[config.mk]
export PLATFORM = sky130hd
export DESIGN_NAME = bus_arbiter
export DESIGN_NICKNAME = d
export VERILOG_FILES = /design/src/rtl/bus_arbiter.sv
export SDC_FILE = /design/constraint.sdc
export NUM_CORES = 1
export LEC_CHECK = 0
export ABC_AREA = 0
export CORE_ASPECT_RATIO = 0.8
export CORE_UTILIZATION = 40
export DETAILED_ROUTE_END_ITERATION = 12
export HOLD_SLACK_MARGIN = 0.15
export PLACE_DENSITY = 0.8
export SLEW_MARGIN = 10
export SYNTH_ARGS = -nofsm -noshare
export SYNTH_HDL_FRONTEND = slang
export SYNTH_SLANG_ARGS = --single-unit
[constraint.sdc]
create_clock -name clk -period 1.99 [get_ports clk]
set_input_delay 0.199 -clock clk [delete_from_list [all_inputs] [get_ports clk]]
set_output_delay 0.199 -clock clk [all_outputs]
set_load 0.005 [all_outputs]
[src/rtl/bus_arbiter.sv]
// ============================================================================
// Module   : bus_arbiter
// Purpose  : Shares one 32-bit memory bus between the IF stage (instruction
//            fetch) and the MEM stage (load/store). MEM has priority, with a
//            fairness bit so a starved IF is served right after a MEM access.
//            Produces the pipeline stall vector while any access is
//            outstanding.
// Options  : ARB_TIMEOUT_EN - enables the bus_ack watchdog and sticky bus_err
// Revision : 1.0 - initial release
// ============================================================================
`default_nettype none

module bus_arbiter #(
    parameter int ADDR_W  = 32,
    parameter int DATA_W  = 32,
    parameter int TIMEOUT = 16
) (
    input  logic              clk,
    input  logic              rst,        // asynchronous, active-low

    input  logic              if_req,
    input  logic [ADDR_W-1:0] if_addr,
    output logic [DATA_W-1:0] if_rdata,
    output logic              if_ack,

    input  logic              mem_req,
    input  logic              mem_we,
    input  logic [3:0]        mem_sel,
    input  logic [ADDR_W-1:0] mem_addr,
    input  logic [DATA_W-1:0] mem_wdata,
    output logic [DATA_W-1:0] mem_rdata,
    output logic              mem_ack,

    output logic              bus_cyc,
    output logic              bus_we,
    output logic [3:0]        bus_sel,
    output logic [ADDR_W-1:0] bus_addr,
    output logic [DATA_W-1:0] bus_wdata,
    input  logic [DATA_W-1:0] bus_rdata,
    input  logic              bus_ack,

    output logic [5:0]        stall_o,
    output logic              bus_err
);

    typedef enum logic [1:0] {
        S_IDLE    = 2'd0,
        S_IF_BUS  = 2'd1,
        S_MEM_BUS = 2'd2,
        S_RESP    = 2'd3
    } state_t;

    localparam logic [5:0] C_STALL_MEM  = 6'b011111;
    localparam logic [5:0] C_STALL_IF   = 6'b000111;
    localparam logic [5:0] C_STALL_NONE = 6'b000000;

    state_t              state_q,     state_d;
    logic                fair_q,      fair_d;
    logic                bus_cyc_q,   bus_cyc_d;
    logic                bus_we_q,    bus_we_d;
    logic [3:0]          bus_sel_q,   bus_sel_d;
    logic [ADDR_W-1:0]   bus_addr_q,  bus_addr_d;
    logic [DATA_W-1:0]   bus_wdata_q, bus_wdata_d;
    logic [DATA_W-1:0]   if_rdata_q,  if_rdata_d;
    logic [DATA_W-1:0]   mem_rdata_q, mem_rdata_d;
    logic                if_ack_q,    if_ack_d;
    logic                mem_ack_q,   mem_ack_d;

    logic                w_if_pend;
    logic                w_mem_pend;
    logic                w_on_bus;
    logic                w_tmo;       // watchdog forces completion this cycle

    // A request is ignored during the cycle its own ack is being returned.
    assign w_if_pend  = if_req  & ~if_ack_q;
    assign w_mem_pend = mem_req & ~mem_ack_q;
    assign w_on_bus   = (state_q == S_IF_BUS) || (state_q == S_MEM_BUS);

`ifdef ARB_TIMEOUT_EN
    localparam logic [4:0] C_TMO_LAST = 5'(TIMEOUT - 1);

    logic [4:0] wait_cnt_q, wait_cnt_d;
    logic       bus_err_q,  bus_err_d;

    // Watchdog fires on the last allowed wait cycle when the slave stays silent.
    assign w_tmo = w_on_bus && !bus_ack && (wait_cnt_q == C_TMO_LAST);

    // Wait counter is held at zero outside a bus cycle so every grant starts fresh.
    always_comb begin
        wait_cnt_d = wait_cnt_q;
        bus_err_d  = bus_err_q;
        if (!w_on_bus) begin
            wait_cnt_d = 5'd0;
        end else if (!bus_ack) begin
            wait_cnt_d = wait_cnt_q + 5'd1;
        end
        if (w_tmo) begin
            bus_err_d = 1'b1;
        end
    end

    // Watchdog state; bus_err is sticky until reset.
    always_ff @(posedge clk or negedge rst) begin
        if (!rst) begin
            wait_cnt_q <= 5'd0;
            bus_err_q  <= 1'b0;
        end else begin
            wait_cnt_q <= wait_cnt_d;
            bus_err_q  <= bus_err_d;
        end
    end

    assign bus_err = bus_err_q;
`else
    logic w_unused_tmo;

    // Without the watchdog the arbiter waits on bus_ack indefinitely.
    assign w_tmo        = 1'b0;
    assign bus_err      = 1'b0;
    assign w_unused_tmo = ^TIMEOUT;
`endif

    // Next-state and registered-output logic for the arbitration FSM.
    always_comb begin
        state_d     = state_q;
        fair_d      = fair_q;
        bus_cyc_d   = bus_cyc_q;
        bus_we_d    = bus_we_q;
        bus_sel_d   = bus_sel_q;
        bus_addr_d  = bus_addr_q;
        bus_wdata_d = bus_wdata_q;
        if_rdata_d  = if_rdata_q;
        mem_rdata_d = mem_rdata_q;
        if_ack_d    = 1'b0;
        mem_ack_d   = 1'b0;

        case (state_q)
            S_IDLE: begin
                // IF wins when MEM is idle, or when IF was passed over last time.
                if (w_if_pend && (fair_q || !w_mem_pend)) begin
                    state_d    = S_IF_BUS;
                    fair_d     = 1'b0;
                    bus_cyc_d  = 1'b1;
                    bus_we_d   = 1'b0;
                    bus_sel_d  = 4'hF;
                    bus_addr_d = if_addr;
                end else if (w_mem_pend) begin
                    state_d     = S_MEM_BUS;
                    fair_d      = w_if_pend;
                    bus_cyc_d   = 1'b1;
                    bus_we_d    = mem_we;
                    bus_sel_d   = mem_sel;
                    bus_addr_d  = mem_addr;
                    bus_wdata_d = mem_wdata;
                end
            end

            S_IF_BUS: begin
                if (bus_ack || w_tmo) begin
                    state_d    = S_RESP;
                    bus_cyc_d  = 1'b0;
                    if_ack_d   = 1'b1;
                    if_rdata_d = w_tmo ? '0 : bus_rdata;
                end
            end

            S_MEM_BUS: begin
                if (bus_ack || w_tmo) begin
                    state_d   = S_RESP;
                    bus_cyc_d = 1'b0;
                    mem_ack_d = 1'b1;
                    // Stores leave the load-data register untouched.
                    if (!bus_we_q) begin
                        mem_rdata_d = w_tmo ? '0 : bus_rdata;
                    end
                end
            end

            S_RESP: begin
                // Ack is visible for this one cycle; no grant is made here.
                state_d = S_IDLE;
            end

            default: begin
                state_d = S_IDLE;
            end
        endcase
    end

    // FSM state and registered outputs; reset abandons any bus cycle in flight.
    always_ff @(posedge clk or negedge rst) begin
        if (!rst) begin
            state_q     <= S_IDLE;
            fair_q      <= 1'b0;
            bus_cyc_q   <= 1'b0;
            bus_we_q    <= 1'b0;
            bus_sel_q   <= 4'h0;
            bus_addr_q  <= '0;
            bus_wdata_q <= '0;
            if_rdata_q  <= '0;
            mem_rdata_q <= '0;
            if_ack_q    <= 1'b0;
            mem_ack_q   <= 1'b0;
        end else begin
            state_q     <= state_d;
            fair_q      <= fair_d;
            bus_cyc_q   <= bus_cyc_d;
            bus_we_q    <= bus_we_d;
            bus_sel_q   <= bus_sel_d;
            bus_addr_q  <= bus_addr_d;
            bus_wdata_q <= bus_wdata_d;
            if_rdata_q  <= if_rdata_d;
            mem_rdata_q <= mem_rdata_d;
            if_ack_q    <= if_ack_d;
            mem_ack_q   <= mem_ack_d;
        end
    end

    // Stall vector: MEM activity freezes everything up to MEM, IF only the front end.
    always_comb begin
        stall_o = C_STALL_NONE;
        if (w_mem_pend || (state_q == S_MEM_BUS)) begin
            stall_o = C_STALL_MEM;
        end else if (w_if_pend || (state_q == S_IF_BUS)) begin
            stall_o = C_STALL_IF;
        end
    end

    assign bus_cyc   = bus_cyc_q;
    assign bus_we    = bus_we_q;
    assign bus_sel   = bus_sel_q;
    assign bus_addr  = bus_addr_q;
    assign bus_wdata = bus_wdata_q;
    assign if_rdata  = if_rdata_q;
    assign mem_rdata = mem_rdata_q;
    assign if_ack    = if_ack_q;
    assign mem_ack   = mem_ack_q;

endmodule

`default_nettype wire

Word-level counts from Yosys, hierarchy flattened
Cells that the tools add are included.
{"block": "classes", "n_eq_ne": 5, "n_mux": 21, "bitwise_logic": 6, "n_reduce_logical": 15}
{"op": "32-bit 2-to-1 mux", "count": 2}
{"op": "1-bit 2-to-1 mux", "count": 10}
{"op": "3-bit AND reduction", "count": 3}
{"op": "4-bit 2-to-1 mux", "count": 2}
{"op": "2-bit 2-to-1 mux", "count": 3}
{"op": "2-bit case mux with 3 select lines", "count": 1}
{"op": "2-bit AND reduction", "count": 3}
{"op": "5-bit 2-to-1 mux", "count": 1}
{"op": "2-bit equality test, second input constant", "count": 2}
{"op": "1-bit NOT", "count": 4}
{"op": "2-bit nonzero test", "count": 2}
{"op": "1-bit logical OR", "count": 3}
{"op": "3-bit 2-to-1 mux", "count": 1}
{"op": "3-bit != test, second input constant", "count": 1}
{"op": "1-bit AND", "count": 2}
{"op": "2-bit by 1-bit equality test with 1-bit output, second input constant", "count": 1}
{"op": "2-bit logical NOT", "count": 1}
{"op": "2-bit by 1-bit != test with 1-bit output, second input constant", "count": 1}
{"op": "1-bit case mux with 2 select lines", "count": 1}
{"op": "2-bit OR reduction", "count": 1}
{"op": "1-bit logical AND", "count": 1}
{"op": "1-bit logical NOT", "count": 1}
{"block": "totals", "reg_bits": 139, "input_bits": 138, "output_inout_bits": 143, "word_cells": 58}

Depth between registers and ports, before layout
Gate-level depths: netlist of the first run.
{"block": "depth", "depth_word": 7, "depth_mapped": 8, "mapped_depth_nobuf": 5}

Worst setup path before layout of the first run
OpenSTA, ideal clock, no wires.
{"block": "synth_timing", "path_type": "register to register", "start": "register state_q[0]", "end": "register bus_wdata_q[10] (netlist: bus_wdata[10])", "setup_ps": 125, "arrival_time_ps": 1538, "setup_slack_ps": 326, "path_stages_with_launch": 8, "period_less_slack_ps": 1664, "path_cell_list": "dfrtp_1 inv_1 ha_1 buf_2 a21boi_2 nand2_4 buf_6 mux2_4"}
{"block": "synth_between", "elab_chain_len": 2}
{"item": "start: declaration", "line": "57", "text": "state_t state_q, state_d;"}
{"item": "start signal: assignment", "line": "205", "text": "state_q <= state_d;"}
{"item": "2-bit logical NOT", "line": "137", "text": "case (state_q)"}
{"item": "3-bit AND reduction (no source line)"}
{"item": "end signal: assignment", "line": "211", "text": "bus_wdata_q <= bus_wdata_d;"}
{"item": "end: declaration", "line": "63", "text": "logic [DATA_W-1:0] bus_wdata_q, bus_wdata_d;"}
Every way passes these cells.
A chain may end at the register's enable or synchronous reset.

Worst setup path in the final report of the first run
{"block": "layout_timing", "start": "register state_q[1]", "end": "output port stall_o[2]"}
{"block": "layout_between", "elab_chain_len": 4, "elab_cells_between_ends": 6, "classes_between": "eq/ne (2); mux (2); reduce/logical (2)"}
{"item": "2-bit by 1-bit equality test with 1-bit output", "line": "224", "text": "end else if (w_if_pend || (state_q == S_IF_BUS)) begin"}
{"item": "1-bit logical OR", "line": "224"}
{"item": "3-bit 2-to-1 mux", "line": "224"}
{"item": "5-bit 2-to-1 mux (*)", "line": "222", "text": "if (w_mem_pend || (state_q == S_MEM_BUS)) begin"}
{"item": "end: declaration", "line": "42", "text": "output logic [5:0] stall_o,"}
Every way passes the cells marked *; elsewhere a longest branch is shown, timed or not.

==> metrics, run 1 <==
WHS=between 0.2 and 0.25 ns; row count=38; root buf cell=clkbuf_16; IO Pins=between 200 and 300; Slowest-stage cell, CP=or4_4; antenna viol nets, final=0; Via-to-Cell Ratio=4.93; drt pass-1 iters=4; final net count=868; initial antenna violation count=0; max_cap viols=0; number of clock buffers inserted by TritonCTS=17; commonest non-fill, non-tap cell in the layout=clkdlybuf4s50_1; final count of hold timing violations=0; Post-synth EDFFs=0; worst path arrival time=1.77 ns; CP Class=reg -> out; maximum VDD drop=0.000941 V; share of layout cells above drive strength 1=18.6%; Clock Tree Buf Depth=2; status=finished, final reports clean; ant diodes=0; Synth Cell Area=~5700 um^2; Min-Delay Path Class=in -> async; Startpoint Class=flip-flop; Main synth FF type=dfrtp_1; slowest cell delay on critical path=0.59 ns; Final Non-Filler Cells=a little over 900; # port buffers=~280; core box area=13,700 um^2; Mean Syn Cell Area=13.0 um^2; Routed WL=~16,000 um; Tot GR Track Use=22.8%; Synth async-reset ratio=100%; gpl congestion=0.801; # setup viols final=0; RSZ-0062 raised after global routing=true; Final Max Tran Viols=0; Crit path required time=1.79 ns; min Tclk post-route=1.97 ns; DR DRC count=0; Die Ht=109 um; 1st-iter DRT viols=roughly 220; Cell Chain, Critical Path=inv_2 -> ha_2 -> or4_4 -> buf_6; Synth Instances=438; Reg area=approximately 3500 um^2; CP max FO=3; Slew @ Worst Pin=0.757 ns; Fmax=0.508 GHz; Sinks on Clock Net=139; Detailed Place HPWL=11,700 um; placed insts=882; PD cells=1590 nW/um^2; count of different cell masters after synthesis=34; CP endpoint kind=primary output; largest net degree at the start of global routing=60; Skew-Pair Late Insertion Delay=0.42 ns; vias in the first global route=4,873; grt ovf=0; most frequent cells in the layout=274 x clkdlybuf4s50_1, 139 x dfrtp_1, 65 x a21oi_1; CTS tree=built; drt wl/cell=17.7 um; Initial Utilization=around two fifths; multi-input logic area=~2000 um^2; Final Cycle Share=between 90 and 100%; CTS H-tree depth=4; Vias=approximately 4,500; Area Overhead vs Synth=64.8%; # fillers=971; die footprint=14,700 um^2; YS warnings=0; first-pass GRT wire length=24,900 um; Clock transition at path regs=approximately 0.06 ns; Leak=0.00405 uW; die width=135 um; slew margin rel.=49.4%; register area share after synthesis=61.3%; clk_skew=just over 0.009 ns; flops & latches, synth=139
[cell type report]
| type | instances | share of cell area, % |
|---|---|---|
| clock buffer | 23 | 5.22 |
| clock inverter | 9 | 0.923 |
| inverter | 5 | 0.201 |
| multi-input combinational | 266 | 21.8 |
| sequential | 139 | 37.2 |
| tap | 180 | 2.41 |
| timing repair buffer | 298 | 32.2 |
[metrics by stage]
step                      instance area (um^2)  power [uW]  worst slack [ns]  util (%)  setup TNS [ns]
after floorplan                           5680        7800             0.326         -               0
after global placement                    8710       11500            -0.244      63.6           -7.52
after detailed placement                  8710       11800            -0.347      63.6           -9.38
after CTS                                 9290       15000          0.000606      67.9               0
after global routing                      9360       15800           -0.0274      68.3         -0.0926
final                                     9360       14900            0.0208      68.3               0
[layer usage]
| metal | GRT usage, % | vias up | part of all wire [%] | wire, um |
|---|---|---|---|---|
| met5 | 0 | - | 0 | 0 |
| met4 | 7.38 | 0 | 1.4 | 235 |
| met3 | 12.1 | 18 | 11 | 1840 |
| met2 | 39.3 | 220 | 51 | 8280 |
| met1 | 23.8 | 2206 | 37 | 5960 |
| li1 | - | 2088 | - | - |
[logic make-up (layout without fill, tap and decap cells)]
family / after synthesis / in the layout / synth area share [%]
other: 1 / 2 / 0.0661
adder cells (fa/ha/maj): 3 / 3 / 0.661
AO/OA/AOI/OAI: 78 / 78 / 7.71
flip-flops: 139 / 139 / 61.3
buffers and inverters: 34 / 335 / 3.35
AND/OR/NAND/NOR: 87 / 87 / 6.57
multiplexers: 96 / 96 / 20.4
[timing repair]
action | in CTS | in global routing
hold buffers | 1 | 0
endpoints found under the setup margin | 35 | 5
endpoints found under the hold margin | 139 | 0
resized for setup | 14 | 7
pin swaps | 1 | 1
setup buffers | 1 | 4
[power by group]
group	switching, uW	internal [uW]	leakage [uW]
registers	807	4280	0.00162
logic	2450	4350	0.00215
clock network	1170	1850	0.000280
total	4430	10500	0.00405
[worst paths after layout]
check | slack, ns | cells past startpoint | to | start
hold / removal | 0.22 | 2 | if_rdata[30] | rst
max in group asynchronous | 1.12 | 3 | bus_addr[19] | rst
min in group clk | 0.33 | 3 | bus_addr[9] | mem_addr[9]
hold reg to reg | 0.49 | 1 | bus_wdata[24] | bus_wdata[24]
setup / recovery | 0.02 | 4 | stall_o[2] | state_q[1]
setup reg to reg | 0.26 | 7 | bus_wdata[27] | state_q[1]
[flip-flops by register name, summed over array words and instances (netlist names)]
name,count
bus_addr,32
bus_cyc,1
bus_sel,4
bus_wdata,32
bus_we,1
fair_q,1
if_ack,1
if_rdata,32
mem_ack,1
mem_rdata,32
state_q,2
[worst max-delay path: cells and delay by family, from the launching register on]
family,cells,cell delay [ns]
buffers and inverters,2,0.20
and+or+nand+nor,1,0.59
DFF,1,0.39
adders and majority gates,1,0.17
[cell usage after synthesis (2+ instances only)]
library cell	n	area share (%)
o22a_1	4	0.62
inv_1	5	0.33
o22ai_1	2	0.22
ha_1	3	0.66
mux2_1	22	4.4
nor2_1	36	2.4
dfrtp_1	139	61
buf_4	7	0.93
mux2_4	20	5.3
nor3_1	2	0.18
buf_2	11	0.97
nand2b_1	3	0.33
clkbuf_1	7	0.46
mux2_2	54	11
nand3_1	2	0.18
a21oi_1	65	5.7
nand2_1	37	2.4
buf_6	3	0.60
(Power assumes the default switching activity.)
==> inputs of run 2 (changes only) <==
Settings changed: CAP_MARGIN set to 20, RECOVER_POWER set to 50.
==> metrics, run 2 (synthesis results as in run 1) <==
status=finished, final reports clean; min Tclk post-route=1.98 ns (+0.00939 ns); slew margin rel.=47.4% (-2.0 points); IO Pins=281 (unchanged); Sinks on Clock Net=139 (unchanged); root buf cell=clkbuf_16; gpl congestion=0.801 (unchanged); Initial Utilization=41.5% (unchanged); largest net degree at the start of global routing=60 (unchanged); CTS H-tree depth=4 (unchanged); first-pass GRT wire length=24,900 um (+0.14%); final count of hold timing violations=0 (unchanged); Routed WL=16,300 um (-0.13%); # port buffers=278 (unchanged); worst path arrival time=1.78 ns (about the same); RSZ-0062 raised after global routing=true; most frequent cells in the layout=274 x clkdlybuf4s50_1, 139 x dfrtp_1, 65 x a21oi_1; ant diodes=0 (unchanged); Clock transition at path regs=0.06 ns (about the same); share of layout cells above drive strength 1=18.0% (-0.63 points); Reg2Reg Launch Point=if_ack; clk_skew=0.00693 ns (-0.00230 ns); Area Overhead vs Synth=65.2%; Die Ht=109 um (unchanged); M1 WL=5980 um (+0.29%); antenna viol nets, final=0 (unchanged); # setup viols final=0 (unchanged); post-route core utilization=68.5% (+0.17 points); maximum VDD drop=0.000933 V (-0.75%); Clk pwr share=22.4% (+2.1 points); initial antenna violation count=0 (unchanged); vias in the first global route=4,862 (-0.23%); die width=135 um (unchanged); Final Max Tran Viols=0 (unchanged); Fmax=0.505 GHz (-0.47%); Final Cycle Share=99.4% (+0.47 points); Leak=0.00407 uW (+0.42%); CP endpoint kind=primary output; TNS Setup=0 ns (unchanged); grt ovf=0 (unchanged); Sw Share=28.9% (-0.78 points); Tot GR Track Use=22.6% (-0.14 points); Slew @ Worst Pin=0.789 ns (+0.0318 ns); Seq pwr share=33.4% (-0.7 points); row count=38 (unchanged); drt wl/cell=17.8 um (about the same); DR DRC count=0 (unchanged); 1st-iter DRT viols=206 (-8.0%); PD cells=1620 nW/um^2 (+1.9%); Clock Tree Buf Depth=2 (unchanged); CP max FO=3 (unchanged); metal3 WL=1740 um (-5.9%); number of clock buffers inserted by TritonCTS=17 (unchanged); crit path from=state_q[1]; NetSw=4410 uW (-0.51%); wire length on met2=8230 um (-0.62%); combinational share of power=44.3% (-1.3 points); Detailed Place HPWL=11,800 um (+0.85%); CTS tree=built; Crit path required time=1.79 ns (about the same); drt pass-1 iters=4 (unchanged); Via-to-Cell Ratio=4.95 (+0.44%); Vias=4,542 (+0.22%); Skew-Pair Late Insertion Delay=0.41 ns (about the same); max_cap viols=0 (unchanged); commonest non-fill, non-tap cell in the layout=clkdlybuf4s50_1; die footprint=14,700 um^2 (unchanged); Min-Delay Path Class=in -> reg; max layer used=met4; core box area=13,700 um^2 (unchanged); # fillers=955 (-1.6%); Startpoint Class=flip-flop; internal power=10,800 uW (+3.3%); final net count=866 (-0.23%); min-delay src=mem_addr[28]; CP Class=reg -> out
run 2: worst paths after layout:
check                                 to  slack, ns  cells past startpoint
min in group asynchronous  mem_rdata[29]       0.41                      2
hold reg to reg            bus_wdata[24]       0.49                      1
setup / recovery              stall_o[0]       0.01                      4
max in group asynchronous   bus_addr[31]       0.33                      3
setup reg to reg            bus_addr[27]       0.27                      5
hold / removal              bus_addr[28]       0.33                      3
run 2: cell type report:
class                   count  area (um^2)  area share [%]
repair buffers            296         2980            31.7
multi-input cells         266         2030            21.7
well taps                 180          225            2.40
inverters                   5         18.8           0.200
clock inverters             9          159            1.69
flip-flops and latches    139         3480            37.1
clock buffers              23          488            5.20
run 2: routing by layer:
| metal | vias up | GRT usage [%] |
|---|---|---|
| li1 | 2075 | - |
| met5 | - | 0 |
| met1 | 2228 | 24.1 |
| met4 | 0 | 9.63 |
| met3 | 29 | 9.94 |
| met2 | 210 | 39.0 |
run 2: power groups by stage:
stage               logic, uW  clock network [uW]  registers (uW)
floorplan                2660                   0            5130
global placement         6540                   0            5010
detailed placement       6730                   0            5110
CTS                      6790                3470            5090
global route             7270                3620            5250
finish                   6750                3410            5090
run 2: worst max-delay path: stages (launching register included):
cell and delay [ns]:
dfrtp_1 0.37, inv_1 0.07, ha_1 0.20, or4_4 0.57, buf_2 0.16
run 2: through the flow:
step	area [um^2]	total power, uW	std cells	hold WS [ns]	setup slack, ns
2_1_floorplan	5680	7800	439	-0.0966	0.326
3_3_place_gp	8710	11500	882	0.0967	-0.244
3_5_place_dp	8720	11800	883	0.103	-0.141
4_1_cts	9380	15300	917	0.226	0.0137
5_1_grt	9380	16100	918	0.334	-0.0272
6_report	9380	15200	918	0.329	0.0114
run 2: repair_timing:
action	4_1_cts	5_1_grt
buffers inserted	1	1
pin swaps	1	0
hold buffers	1	0
setup endpoints to repair	3	5
endpoints found under the hold margin	139	0
gates resized for setup	13	2
==> inputs of run 3 (changes only) <==
Settings changed: SETUP_SLACK_MARGIN set to 0.3.
==> metrics, run 3 (synthesis results as in run 1) <==
CP Class=reg -> out; slew margin rel.=41.8% (-5.6 points); placed insts=883 (unchanged); post-route core utilization=71.8% (+3.3 points); placed inst area=8720 um^2 (unchanged); Clock transition at path regs=0.06 ns (about the same); Initial Utilization=41.5% (unchanged); Min-Delay Path Class=in -> reg; Slowest-stage cell, CP=or4_4; Vias=4,729 (+4.1%); Hold Crit Endpoint=bus_addr[28]; Skew-Pair Late Insertion Delay=0.42 ns (about the same); largest net degree at the start of global routing=60 (unchanged); Crit path required time=1.79 ns (about the same); RSZ-0062 raised after global routing=true; Via-to-Cell Ratio=5.02 (+1.5%); r2r setup slk=0.10 ns (-0.17 ns); Leak=0.00431 uW (+5.9%); Worst R2R End=if_rdata[24]; die width=135 um (unchanged); Crit path buffers/inverters=1 (-1); # fillers=898 (-6.0%); DR DRC count=0 (unchanged); multi-input logic area=2090 um^2 (+2.9%); Reg area=3480 um^2 (unchanged); Detailed Place HPWL=11,800 um (unchanged); Worst Reg-to-Reg Cells=4 (-1); Tot GR Track Use=22.8% (+0.20 points); Final Cycle Share=98.1% (-1.3 points); Final Non-Filler Cells=942 (+2.6%); design area=9830 um^2 (+4.8%); min Tclk post-route=1.95 ns (-0.0264 ns); commonest non-fill, non-tap cell in the layout=clkdlybuf4s50_1; maximum VDD drop=0.000952 V (+2.0%); 1st-iter DRT viols=188 (-8.7%); # setup viols final=0 (unchanged); vias in the first global route=4,881 (+0.39%); Routed WL=17,900 um (+9.7%); worst path arrival time=1.75 ns (-0.03 ns); Final Max Tran Viols=0 (unchanged); power after layout=16,000 uW (+5.1%); CP endpoint kind=primary output; ant diodes=0 (unchanged); Die Ht=109 um (unchanged); drt pass-1 iters=4 (unchanged); # port buffers=278 (unchanged); gpl congestion=0.801 (unchanged); WHS Path Cells=3 (unchanged); Sinks on Clock Net=139 (unchanged); CTS tree=built; Fmax=0.512 GHz (+1.4%); most frequent cells in the layout=239 x clkdlybuf4s50_1, 139 x dfrtp_1, 64 x a21oi_1; first-pass GRT wire length=25,200 um (+0.89%); Clock Tree Buf Depth=2 (unchanged); Reg2Reg Launch Point=state_q[0]; antenna viol nets, final=0 (unchanged); final net count=890 (+2.8%); grt ovf=0 (unchanged); core box area=13,700 um^2 (unchanged); status=finished, final reports clean; share of layout cells above drive strength 1=22.4% (+4.4 points); row count=38 (unchanged); max_cap viols=0 (unchanged); CTS H-tree depth=4 (unchanged); PD cells=1630 nW/um^2 (+0.27%); slowest cell delay on critical path=0.58 ns (about the same); CP max FO=3 (unchanged); number of clock buffers inserted by TritonCTS=17 (unchanged); clk_skew=0.00716 ns (+0.000227 ns); drt wl/cell=19.0 um (+7.0%); die footprint=14,700 um^2 (unchanged); min-delay src=mem_addr[28]; Cell Chain, Critical Path=ha_2 -> or4_4 -> buf_6; dpl ws=-0.141 ns (unchanged); Top delay family on crit path=simple AND/OR/NAND/NOR gates; root buf cell=clkbuf_16; worst setup margin=0.0378 ns (+0.0264 ns); Area Overhead vs Synth=73.2%; final count of hold timing violations=0 (unchanged); initial antenna violation count=0 (unchanged); IO Pins=281 (unchanged); Startpoint Class=flip-flop; Slew @ Worst Pin=0.873 ns (+0.0833 ns)
## run 3: cell count changes in the layout (fill, tap and decap cells not counted), moves of 3 or more
| cell | change |
|---|---|
| mux2_4 | +6 |
| dlygate4sd3_1 | +34 |
| buf_6 | +8 |
| clkbuf_16 | +8 |
| buf_12 | +3 |
| clkdlybuf4s50_1 | -35 |
| mux2_1 | -6 |
| buf_4 | +3 |
## run 3: how the worst max path moves through the flow
stage | end | start | slack (ns) | depth (start not counted)
CTS | stall_o[2] | state_q[1] | 0.05 | 4
detailed placement | stall_o[2] | mem_req | -0.14 | 4
global placement | bus_addr[21] | mem_req | -0.24 | 5
global route | stall_o[2] | state_q[0] | 0.008 | 3
finish | stall_o[2] | state_q[0] | 0.04 | 3
floorplan | bus_wdata[10] | state_q[0] | 0.33 | 7
## run 3: area by class of cell
class | count | area share [%]
repair buffers | 320 | 34.3
clock inverters | 9 | 1.62
flip-flops and latches | 139 | 35.4
multi-input cells | 266 | 21.3
well taps | 180 | 2.29
clock buffers | 23 | 4.96
inverters | 5 | 0.191
## run 3: worst register-to-register path, stage by stage, from the launching register on
cell and delay (ns):
dfrtp_1 0.41, ha_2 0.20, nand2_1 0.05, clkbuf_2 0.66, mux2_2 0.45
## run 3: routing by layer
metal	routed length [um]	part of all wire, %	global-route usage (%)
met4	570	3.2	10.0
met3	1790	10	9.99
met1	6470	36	24.2
met5	0	0	0
met2	9060	51	39.4
## run 3: repair_timing
item | CTS | global route
cloned | 0 | 12
hold buffers | 1 | 0
hold endpoints to repair | 139 | 0
resized for setup | 26 | 26
pin swaps | 3 | 4
endpoints found under the setup margin | 18 | 90
setup buffers | 4 | 10
## run 3: per-stage QoR
step	TNS, ns	hold slack (ns)
2_1_floorplan	0	-0.0966
3_3_place_gp	-7.52	0.0967
3_5_place_dp	-0.361	0.103
4_1_cts	0	0.226
5_1_grt	0	0.334
6_report	0	0.327
## run 3: power by group
group          internal [uW]  switching (uW)  total, uW
Sequential              4280             819       5100
Clock                   2240            1190       3420
Combinational           4800            2700       7500
Total                  11300            4700      16000
